### src/rtl/uart_crc_receiver.sv
// rtl/uart_crc_receiver.sv - UART frame receiver with CRC-8 check of the data byte
// Frame on the line: start(0), data LSB first, crc LSB first, stop(1); sampled at mid-bit.
module uart_crc_receiver #(
  parameter int         CLK_FREQ  = 50000000,
  parameter int         BAUD_RATE = 9600,
  parameter logic [7:0] CRC_POLY  = 8'h07
) (
  input  logic       clk,
  input  logic       reset_n,
  input  logic       rx_in,
  output logic [7:0] data_out,
  output logic [7:0] crc_out,
  output logic       data_valid,
  output logic       crc_error,
  output logic       frame_error,
  output logic       rx_busy
);

  localparam int BIT_PERIOD  = CLK_FREQ / BAUD_RATE;
  localparam int HALF_PERIOD = BIT_PERIOD / 2;
  localparam int CNT_W       = $clog2(BIT_PERIOD);
  localparam logic [CNT_W-1:0] BIT_LAST  = CNT_W'(BIT_PERIOD - 1);
  localparam logic [CNT_W-1:0] HALF_LAST = CNT_W'(HALF_PERIOD - 1);

  typedef enum logic [2:0] {IDLE, START, DATA, STOP, WAIT_IDLE} state_t;

  state_t           state, state_next;
  logic [CNT_W-1:0] baud_cnt, cnt_next;
  logic [3:0]       bit_idx, idx_next;
  logic [15:0]      shift, shift_next;
  logic [7:0]       data_next, crc_next;
  logic             dv_next, ce_next, fe_next;
  logic             rx_meta, rx_s;

  function automatic logic [7:0] crc8(input logic [7:0] d);
    logic [7:0] c;
    c = 8'h00;
    for (int i = 7; i >= 0; i--) begin
      if (c[7] ^ d[i]) c = {c[6:0], 1'b0} ^ CRC_POLY;
      else             c = {c[6:0], 1'b0};
    end
    return c;
  endfunction

  always_ff @(posedge clk or negedge reset_n) begin
    if (!reset_n) begin
      rx_meta <= 1'b1;
      rx_s    <= 1'b1;
    end else begin
      rx_meta <= rx_in;
      rx_s    <= rx_meta;
    end
  end

  always_ff @(posedge clk or negedge reset_n) begin
    if (!reset_n) begin
      state       <= IDLE;
      baud_cnt    <= '0;
      bit_idx     <= '0;
      shift       <= '0;
      data_out    <= '0;
      crc_out     <= '0;
      data_valid  <= 1'b0;
      crc_error   <= 1'b0;
      frame_error <= 1'b0;
    end else begin
      state       <= state_next;
      baud_cnt    <= cnt_next;
      bit_idx     <= idx_next;
      shift       <= shift_next;
      data_out    <= data_next;
      crc_out     <= crc_next;
      data_valid  <= dv_next;
      crc_error   <= ce_next;
      frame_error <= fe_next;
    end
  end

  always_comb begin
    state_next = state;
    cnt_next   = baud_cnt;
    idx_next   = bit_idx;
    shift_next = shift;
    data_next  = data_out;
    crc_next   = crc_out;
    dv_next    = 1'b0;
    ce_next    = 1'b0;
    fe_next    = 1'b0;
    case (state)
      IDLE: begin
        cnt_next = '0;
        if (!rx_s) state_next = START;
      end
      START: begin
        // a start bit that is no longer low at mid-bit was a glitch
        if (baud_cnt == HALF_LAST) begin
          cnt_next   = '0;
          idx_next   = '0;
          state_next = rx_s ? IDLE : DATA;
        end else begin
          cnt_next = baud_cnt + 1'b1;
        end
      end
      DATA: begin
        if (baud_cnt == BIT_LAST) begin
          cnt_next   = '0;
          shift_next = {rx_s, shift[15:1]};
          idx_next   = bit_idx + 1'b1;
          if (bit_idx == 4'd15) state_next = STOP;
        end else begin
          cnt_next = baud_cnt + 1'b1;
        end
      end
      STOP: begin
        if (baud_cnt == BIT_LAST) begin
          cnt_next = '0;
          if (rx_s) begin
            data_next  = shift[7:0];
            crc_next   = shift[15:8];
            dv_next    = 1'b1;
            ce_next    = (crc8(shift[7:0]) != shift[15:8]);
            state_next = IDLE;
          end else begin
            fe_next    = 1'b1;
            state_next = WAIT_IDLE;
          end
        end else begin
          cnt_next = baud_cnt + 1'b1;
        end
      end
      WAIT_IDLE: begin
        // a line held low (break) must return high before a new frame can start
        cnt_next = '0;
        if (rx_s) state_next = IDLE;
      end
      default: state_next = IDLE;
    endcase
  end

  assign rx_busy = (state != IDLE);

endmodule
### config.mk
export PLATFORM = sky130hd
export DESIGN_NAME = uart_crc_receiver
export DESIGN_NICKNAME = d
export VERILOG_FILES = /design/src/rtl/uart_crc_receiver.sv
export SDC_FILE = /design/constraint.sdc
export NUM_CORES = 1
export LEC_CHECK = 0
export ABC_AREA = 0
export CORE_AREA = 4 4 102 104
export CTS_CLUSTER_DIAMETER = 200
export CTS_CLUSTER_SIZE = 24
export DETAILED_ROUTE_END_ITERATION = 6
export DIE_AREA = 0 0 106 108
export PLACE_DENSITY_LB_ADDON = 0.05
export SLEW_MARGIN = 20
export SYNTH_ARGS = -nofsm -noshare
export SYNTH_HDL_FRONTEND = slang
export SYNTH_SLANG_ARGS = --single-unit
### constraint.sdc
create_clock -name clk -period 5 [get_ports clk]
set_input_delay 1 -clock clk [delete_from_list [all_inputs] [get_ports clk]]
set_output_delay 1 -clock clk [all_outputs]
set_load 0.01 [all_outputs]
# Word-level counts from Yosys, hierarchy flattened
# Cells that the tools add are included.
[classes] n_addsub=2 mul=0 n_div=0 magnitude_cmp=0 eq_ne=14 shift=0 muxes=56 n_bitwise=14 n_reduce_logical=10
[ops] operator="$mux W8" count=24
[ops] operator="$mux W3" count=15
[ops] operator="$pmux W13 S3" count=1
[ops] operator="$mux W13" count=2
[ops] operator="$not A3 Y3" count=7
[ops] operator="$pmux W3 S5" count=1
[ops] operator="$add A13 B1 Y13 const B" count=1
[ops] operator="$eq A13 B12 Y1 const B" count=1
[ops] operator="$eq A13 B13 Y1 const B" count=1
[ops] operator="$ne A2 B2 Y1 const B" count=6
[ops] operator="$mux W1" count=9
[ops] operator="$mux W4" count=2
[ops] operator="$ne A8 B8 Y1" count=1
[ops] operator="$pmux W4 S2" count=1
[ops] operator="$xor A1 B1 Y1" count=7
[ops] operator="$eq A3 B2 Y1 const B" count=2
[ops] operator="$reduce_and A3 Y1" count=2
[ops] operator="$reduce_and A6 Y1" count=1
[ops] operator="$reduce_bool A3 Y1" count=2
[ops] operator="$add A4 B1 Y4 const B" count=1
[ops] operator="$eq A4 B4 Y1 const B" count=1
[ops] operator="$reduce_or A2 Y1" count=2
[ops] operator="$eq A3 B1 Y1 const B" count=1
[ops] operator="$eq A3 B3 Y1 const B" count=1
[ops] operator="4 further kinds" count=4
[word_totals] ff_bits=57 latchBits=0 mem_bits_rw=0 romBits=0 inputBits=3 word_cells=107 memories=0

# Depth between registers and ports, before layout
# Gate-level depths: netlist (run 1).
[depth] ltp_word=43 mapped_depth=8 ltp_nobuf=7

# Worst setup path before layout (run 1)
# Ideal clock, no wire load.
[synth_path] kind="flip-flop to flip-flop" from="reg baud_cnt[0]" to="reg shift[12]" setup_time_ps=65 arrival_time_ps=2125 required_time_ps=4935 path_slack_ps=2809 path_stages_with_launch=8 path_buffers=1 synth_period_minus_slack_ps=2191 cell_sequence="dfrtp_1 > ha_1 > or3b_1 > or4_4 > nor3_4 > buf_6 > nand2_1 > nand2_1"
[synth_via] elab_chain_len=2
[synth_lines] item="start, declared" line="28" source="logic [CNT_W-1:0] baud_cnt, cnt_next;"
[synth_lines] item="start signal, assigned" line="68" source="baud_cnt <= cnt_next;"
[synth_lines] item="$eq A13 B13 Y1" line="105" source="if (baud_cnt == BIT_LAST) begin"
[synth_lines] item="$reduce_and A2 Y1 (no source line)"
[synth_lines] item="end signal, assigned" line="70" source="shift <= shift_next;"
[synth_lines] item="end, declared" line="30" source="logic [15:0] shift, shift_next;"
# Every way passes these cells.
# A chain may end at the register's enable or synchronous reset.

# Worst setup path after layout (run 1)
[layout_path] from="reg state[0]" to="out rx_busy"
[layout_via] elab_chain_len=1
[layout_lines] item="start, declared" line="27" source="state_t state, state_next;"
[layout_lines] item="start signal, assigned" line="67" source="state <= state_next;"
[layout_lines] item="$reduce_bool A3 Y1" line="140" source="assign rx_busy = (state != IDLE);"
[layout_lines] item="end, declared" line="16" source="output logic rx_busy"
# Every way passes these cells.

==> impl_summary.md, run 1 <==
Outcome
The run finished with clean final reports.

Clock tree
The clock net in this run drives a total of 57 sinks. Buffers inserted during clock tree synthesis total 9. Post-CTS repair changed the size of 0 cells. The CTS tree is done. Counting along the longest clock path gives a buffer depth of 2.

The number of hold buffers added after CTS was 0. Clock-pin slew was measured on the worst setup and hold paths at 0.06 ns. The H-tree was split into 3 levels. The clock reaches the later pin of the worst-skew pair after 0.34 ns. The tree is rooted in a sky130_fd_sc_hd__clkbuf_8.

The number of buffers inserted to repair setup after CTS is 0.

Placed design
The port buffer count is 22. The wire-length estimate of the detail-placed layout is 4150 µm. Prior to clock tree synthesis, the placed netlist has a worst setup slack of 2.10 ns. The routability congestion estimate from global placement is 0.804.

Logic synthesis
The number of synthesized flops with an enable pin is 0. The top cell type's share of synthesized area is 48.9%. Synthesis handed over a netlist of 314 instances. The number of warning messages in the yosys log is 0. For this run, the leading register cell type out of synthesis is sky130_fd_sc_hd__dfrtp_1. The fraction of registers with async set or reset after synthesis is 100%.

The number of different library cells in the post-synthesis netlist is 46. The synthesized flop and latch total is 57. The most common cell in the synthesized netlist is sky130_fd_sc_hd__nand2_1.

Ranked by total cell area, the synthesized netlist is headed by sky130_fd_sc_hd__dfrtp_1 (49%), sky130_fd_sc_hd__nand2_1 (14%), sky130_fd_sc_hd__xnor2_1 (4.0%). Sequential elements use 50.8% of the synthesized area. The most area-hungry cell type in the Yosys netlist is sky130_fd_sc_hd__dfrtp_1. The mean instance size in the synthesized netlist is 8.96 µm². Ranked by instance count, the synthesized netlist is headed by sky130_fd_sc_hd__nand2_1 (106), sky130_fd_sc_hd__dfrtp_1 (55), sky130_fd_sc_hd__clkbuf_1 (15). Synthesis produced a netlist with a net count of 319. The summed instance area of the synthesized netlist is 2810 µm².

Floorplanning
The die height is 108 µm. The die area is 11400 µm². Row generation in the floorplan step produced 36 rows. The starting density of the core is 29.5%. The width of the die is 106 µm. The count of pins on the block boundary is 23. The core box area is 9550 µm².

Worst setup path
In this run the worst setup path begins at state[0]$_DFFE_PN0P_. The critical-path maximum fanout is 11. The category of the critical setup timing path is flop to output pin. The data required time of the critical path is 4.00 ns.

The startpoint identified for the worst register-to-register timing path is baud_cnt[0]$_DFFE_PN0P_. The worst register-to-register path has a setup slack of 2.24 ns. The number of cells traversed by the worst register-to-register path is 6. The worst setup path is captured at an output pin. The element type at the critical path start is a flop. Data arrives at the worst endpoint at 1.77 ns. The endpoint identified for the worst register-to-register timing path is data_out[3]$_DFFE_PN0P_.

Global route
The number of antenna violations at the first check in global routing came to 0. The sum of overflow across all layers after global routing is 0. The global-route wire length before repair is 10900 µm. The number of global-route vias before repair is 2132.

Across every metal layer, demand over resource in global routing totals 12.0%. Entering global routing, the biggest net connects 58 pins.

Routing
Summing over every cut layer, the via total after detailed routing is 2108. For this run, the detailed router's first-pass iteration total came to 4. The routed wire length is 6250 µm. After detailed routing, the average wire length per cell comes to 13.3 µm.

The count of nets left with antenna violations once routing finished came out at 0. For this run, design rule violations remaining after detail routing come to 0. After detailed routing, the number of vias per cell comes to 4.49.

The starting DRC count in detailed routing is 57.

Timing
The highest attainable clock frequency is 362 MHz. The minimum clock period after layout is 2.77 ns. Setup repair after global routing left no endpoint under its margin. For the pin with the worst max-slew slack, the measured transition is 0.832 ns.

In the final timing run, aggregate negative setup slack is 0 ns. In the finished design, the share of the clock period the worst path needs comes to 55.3%. The final number of setup-violating endpoints is 0. Measured against its own limit, the worst slew margin works out to 44.3%. The number of failing hold endpoints at the final stage is 0. The clock arrives with 0.0103 ns of skew. The count of final max-slew check failures is 0. Once routing completed, OpenROAD measured the worst setup slack at 2.23 ns.

Final layout
For this run, the share of the core covered by cells in the final layout is 34.9%. The final layout contains 336 nets. The proportion of layout cells with a drive suffix above 1 is 8.63%.

The layout has 1036 filler cells. The post-synthesis to final-layout area growth is 18.3%. The number of diodes is 0.

Hold path
The startpoint identified for the worst hold timing path is rx_meta$_DFF_PN1_. Counting instances, the worst hold path has a depth of 0. The path class of the tightest hold or removal check is flop to flop. The terminating pin of the worst hold path is rx_s$_DFF_PN1_.

Power
In this run the power spent charging and discharging nets is 0.202 mW. The worst-case IR drop observed on VDD is 99.9 µV. The leakage component of the power is 1.54 nW. The clock share of power is 47.7%. The relative contribution of combinational cells to total power is 1.3%. The cell-internal power is 0.707 mW. The part of the total power dissipated in sequential elements is 51.0%. The cell area power density is 273 nW/µm². The switching fraction of total power is 22.2%.

Run
Max-cap violations in this run came to 0.
[per-layer routing]
layer	share of wire, %	wire [µm]	up-vias	global-route usage, %
li1	-	-	1074	-
met1	48	2980	995	14.8
met2	47	2940	26	19.9
met3	3.5	218	13	3.94
met4	1.8	113	0	4.16
met5	0	0	-	0
[layout make-up]
cell class | count | area, µm² | share of cell area, %
multi-input cells | 233 | 1280 | 38.6
inverters | 6 | 22.5 | 0.676
repair buffers | 24 | 230 | 6.91
well taps | 133 | 166 | 5.00
clock inverters | 5 | 55.1 | 1.65
clock buffers | 11 | 141 | 4.25
flip-flops and latches | 57 | 1430 | 42.9
[worst max-delay path by stage]
stage,end,slack [ns],cells past startpoint
after detailed placement,data_out[3]$_DFFE_PN0P_,2.10,6
after CTS,data_out[3]$_DFFE_PN0P_,2.11,6
final,rx_busy,2.23,3
after floorplan,shift[12]$_DFFE_PN0P_,2.81,7
after global placement,data_out[3]$_DFFE_PN0P_,2.22,6
after global routing,baud_cnt[1]$_DFFE_PN0P_,1.96,6
[per-stage QoR]
stage	cells	area [µm²]	power, mW	hold WS [ns]
3_5_place_dp	453	3130	0.485	0.347
3_3_place_gp	453	3130	0.485	0.348
5_1_grt	469	3330	0.951	0.359
6_report	469	3330	0.909	0.355
2_1_floorplan	314	2810	0.473	0.345
4_1_cts	469	3330	0.925	0.356
[cells in the final DEF, fill, tap and decap left out, drive strengths merged, types with 8 or more instances in the layout]
cell             n
clkbuf          11
xnor2           13
nand3           13
dfrtp           55
o21ai           13
xor2            10
nand2          106
clkdlybuf4s50   21
nand2b           8
a21oi           13
[sequential cells by signal, summed over array words and instances, names as in the netlist]
name,count
data_valid,1
crc_error,1
crc_out,8
rx_meta,1
bit_idx,4
rx_s,1
state,3
shift,16
frame_error,1
data_out,8
baud_cnt,13
[cells by family (layout without fill, tap and decap cells)]
family / Yosys count / after routing / synth area share (%)
compound gates: 39 / 39 / 8.14
xor+xnor: 23 / 23 / 7.16
fa+ha+maj: 2 / 2 / 0.889
buf+inv: 24 / 46 / 3.56
flops: 57 / 57 / 50.8
mux: 5 / 5 / 2.27
simple gates: 164 / 164 / 27.2
[power groups by stage]
| stage | registers (mW) | clock network [mW] | logic (mW) |
|---|---|---|---|
| final | 0.464 | 0.433 | 0.0114 |
| after detailed placement | 0.472 | 0 | 0.0124 |
| after global placement | 0.472 | 0 | 0.0125 |
| after floorplan | 0.471 | 0 | 0.00162 |
| after CTS | 0.464 | 0.449 | 0.0124 |
| after global routing | 0.463 | 0.474 | 0.0138 |
[worst max-delay path, stage by stage (launching register included)]
cell and delay [ns]:
sky130_fd_sc_hd__dfrtp_1 0.56, sky130_fd_sc_hd__inv_1 0.21, sky130_fd_sc_hd__nand2_1 0.12, sky130_fd_sc_hd__clkdlybuf4s50_1 0.54
No activity file was read; power rests on OpenSTA's default activity.
==> run 2: changes to the inputs <==
==> constraint.sdc (replaced) <==
create_clock -name clk -period 2.43 [get_ports clk]
set_input_delay 0.486 -clock clk [delete_from_list [all_inputs] [get_ports clk]]
set_output_delay 0.486 -clock clk [all_outputs]
set_load 0.01 [all_outputs]
==> impl_summary.md, run 2 (synthesized netlist as in run 1, its figures left out) <==
Outcome
The flow ran to the end, and the final reports show no timing, DRC or antenna violations.

Final layout
Ranked by flip-flop count, first place goes to shift. The library cells used most frequently in the layout, excluding fill and tap cells, are sky130_fd_sc_hd__nand2_1 (106), sky130_fd_sc_hd__dfrtp_1 (55), sky130_fd_sc_hd__clkdlybuf4s50_1 (21). The number of flip-flops under the largest register name is 16. The proportion of layout cells with a drive suffix above 1 is 11.6%. The sequential cells in the finished layout cover a total of 1430 µm². Summing all multi-input logic gate instances after layout gives 1280 µm². The filler cell count is 1012. The repair_antennas step left the layout with diodes totalling 0. The final core area utilization is 36.0%. The net count of the finished layout is 347. The largest registers in the layout are shift x16, baud_cnt x13. Once layout is done, the placed cells without fillers occupy 3440 µm². The most common cell after layout, fill and taps aside is sky130_fd_sc_hd__nand2_1.

The post-synthesis to final-layout area growth is 22.3%.

Placed design
The wire-length estimate of the detail-placed layout is 4490 µm. The placed cell area is 3230 µm². At the end of routability-driven placement, the weighted congestion stood at 0.795.

The port buffer count is 22. The pre-CTS setup slack is 0.131 ns.

Floorplanning
The total number of placement rows is 36. The die height is 108 µm. The core box area is 9550 µm². The die is 106 µm wide. In this run the count of I/O pins placed on the die edge is 23.

The starting density of the core is 29.5%. The die covers 11400 µm².

Worst setup path
Across all register-to-register paths, the minimum setup slack is 0.14 ns. The worst register-to-register path begins at baud_cnt[0]$_DFFE_PN0P_. STA puts the critical path data arrival time at 2.52 ns. The critical-path maximum fanout is 4. Counting cells, the worst reg-to-reg path comes to 6.

The data required time of the critical path is 2.65 ns. The category of the critical setup timing path is flop to flop. The launch point of the critical path is baud_cnt[0]$_DFFE_PN0P_.

STA classifies the critical path endpoint as a flop. The worst setup path is launched from a flop. The endpoint of the worst register-to-register path is bit_idx[2]$_DFFE_PN0P_.

Timing
Setup repair after global routing left no endpoint under its margin. Timing would allow up to 436 MHz. Counting I/O delays and the setup requirement, the final critical path takes 2.29 ns. The share of the cycle needed by the critical path after routing is 94.4%. In this run the tightest slew margin relative to its limit is 69.1%.

The actual slew at the worst max-slew pin is 0.459 ns. The number of failing hold endpoints at the final stage came to 0. For the final database, setup skew stands at 0.00769 ns. Setup violations remaining at the end of the flow were counted as 0. The count of final max-slew check failures was 0. In the final timing run, aggregate negative setup slack is 0 ns. The final worst-path setup slack is 0.136 ns.

Clock tree
The clock tree root buffer cell is sky130_fd_sc_hd__clkbuf_8. The maximum buffer depth of the clock tree is 2. Buffers inserted to repair hold after CTS numbered 0. After clock tree synthesis, the setup repair step added 0 buffers.

The insertion delay of the later-clocked pin in the worst-skew pair is 0.33 ns. TritonCTS built the clock tree. The number of clock buffers added by TritonCTS is 9. The total clock sinks is 57. Gates resized during post-CTS repair numbered 0. Clock-pin slew was measured on the worst setup and hold paths at 0.07 ns. The number of levels the H-tree was split into is 3.

Global route
For this run, the total global-route usage over all layers was measured as 12.3%. The number of global-route vias before repair is 2203. The number of antenna violations at the first check in global routing is 0. The pin count of the biggest net entering global routing is 22. The sum of overflow across all layers after global routing is 0. The first global-routing pass estimated 11100 µm of wire.

Routing
After detailed routing, the number of remaining DRC violations is 0. The routed wire length is 6320 µm. The routed length per instance is 13.2 µm.

The detailed router placed 2163 vias in this run. In the routed layout, each cell is associated on average with a via count of 4.52. The count of antenna-violating nets left after detailed routing is 0.

In this run, the number of DRC markers left after iteration 0 of detailed routing was 40. For this run, the detailed router's first-pass iteration total came to 4.

Power
Overall power consumption after layout is estimated at 1.94 mW. The switching power is 0.404 mW. The relative contribution of combinational cells to total power is 1.3%. The share of total power dissipated in sequential elements is 49.2%.

Cell internal power was estimated by the tool at 1.54 mW. Net switching is 20.8% of the power. The clock share of power is 49.5%.

Power spread over the standard cell area amounts to 564 nW/µm². VDD sags by at most 281 µV. The analysis attributes to cell leakage a power of 1.61 nW.

Hold path
The path class of the tightest hold or removal check is primary input to async pin.

Run
Across the run, the number of max-cap violations was 0.
[run 2: cell count changes in the layout (fill, tap and decap cells not counted), sizes merged]
| cell | change |
|---|---|
| clkinvlp | -2 |
| clkbuf | +2 |
| buf | +11 |
| clkinv | -1 |
[run 2: final cells by class]
cell class | count | share of cell area (%)
clock buffers | 13 | 5.20
clock inverters | 2 | 1.02
flip-flops and latches | 57 | 41.5
well taps | 133 | 4.83
repair buffers | 35 | 9.45
multi-input cells | 233 | 37.3
inverters | 6 | 0.654
[run 2: critical path, stage by stage, from the launching register on]
cell and delay [ns]:
sky130_fd_sc_hd__dfrtp_1 0.39, sky130_fd_sc_hd__ha_1 0.22, sky130_fd_sc_hd__or3b_1 0.42, sky130_fd_sc_hd__or4_4 0.60
sky130_fd_sc_hd__nor3_1 0.27, sky130_fd_sc_hd__mux2i_1 0.23, sky130_fd_sc_hd__o21ai_1 0.07
[run 2: worst max-delay path by stage]
stage / end / slack, ns / depth (start not counted)
floorplan: shift[12]$_DFFE_PN0P_ / 0.24 / 7
global placement: bit_idx[2]$_DFFE_PN0P_ / 0.16 / 6
detailed placement: bit_idx[2]$_DFFE_PN0P_ / 0.13 / 6
finish: bit_idx[2]$_DFFE_PN0P_ / 0.14 / 6
CTS: bit_idx[2]$_DFFE_PN0P_ / 0.11 / 6
global route: crc_out[7]$_DFFE_PN0P_ / 0.01 / 7
[run 2: per-layer routing]
metal,part of all wire (%),global-route usage (%),routed length [µm]
met3,2.5,2.75,161
met1,47,15.3,2950
met2,48,20.1,3060
met4,2.5,6.11,159
met5,0,0,0
[run 2: power by group through the flow]
| stage | logic [mW] | registers [mW] | clock network [mW] |
|---|---|---|---|
| 2_1_floorplan | 0.00333 | 0.970 | 0 |
| 3_3_place_gp | 0.0273 | 0.972 | 0 |
| 3_5_place_dp | 0.0273 | 0.972 | 0 |
| 4_1_cts | 0.0273 | 0.954 | 1.00 |
| 5_1_grt | 0.0302 | 0.954 | 1.04 |
| 6_report | 0.0248 | 0.954 | 0.961 |
[run 2: through the flow]
step           hold WS (ns)  std cells
2_1_floorplan         0.190        314
6_report             0.0917        479
3_5_place_dp          0.350        464
5_1_grt               0.120        479
4_1_cts              0.0987        479
3_3_place_gp          0.348        464
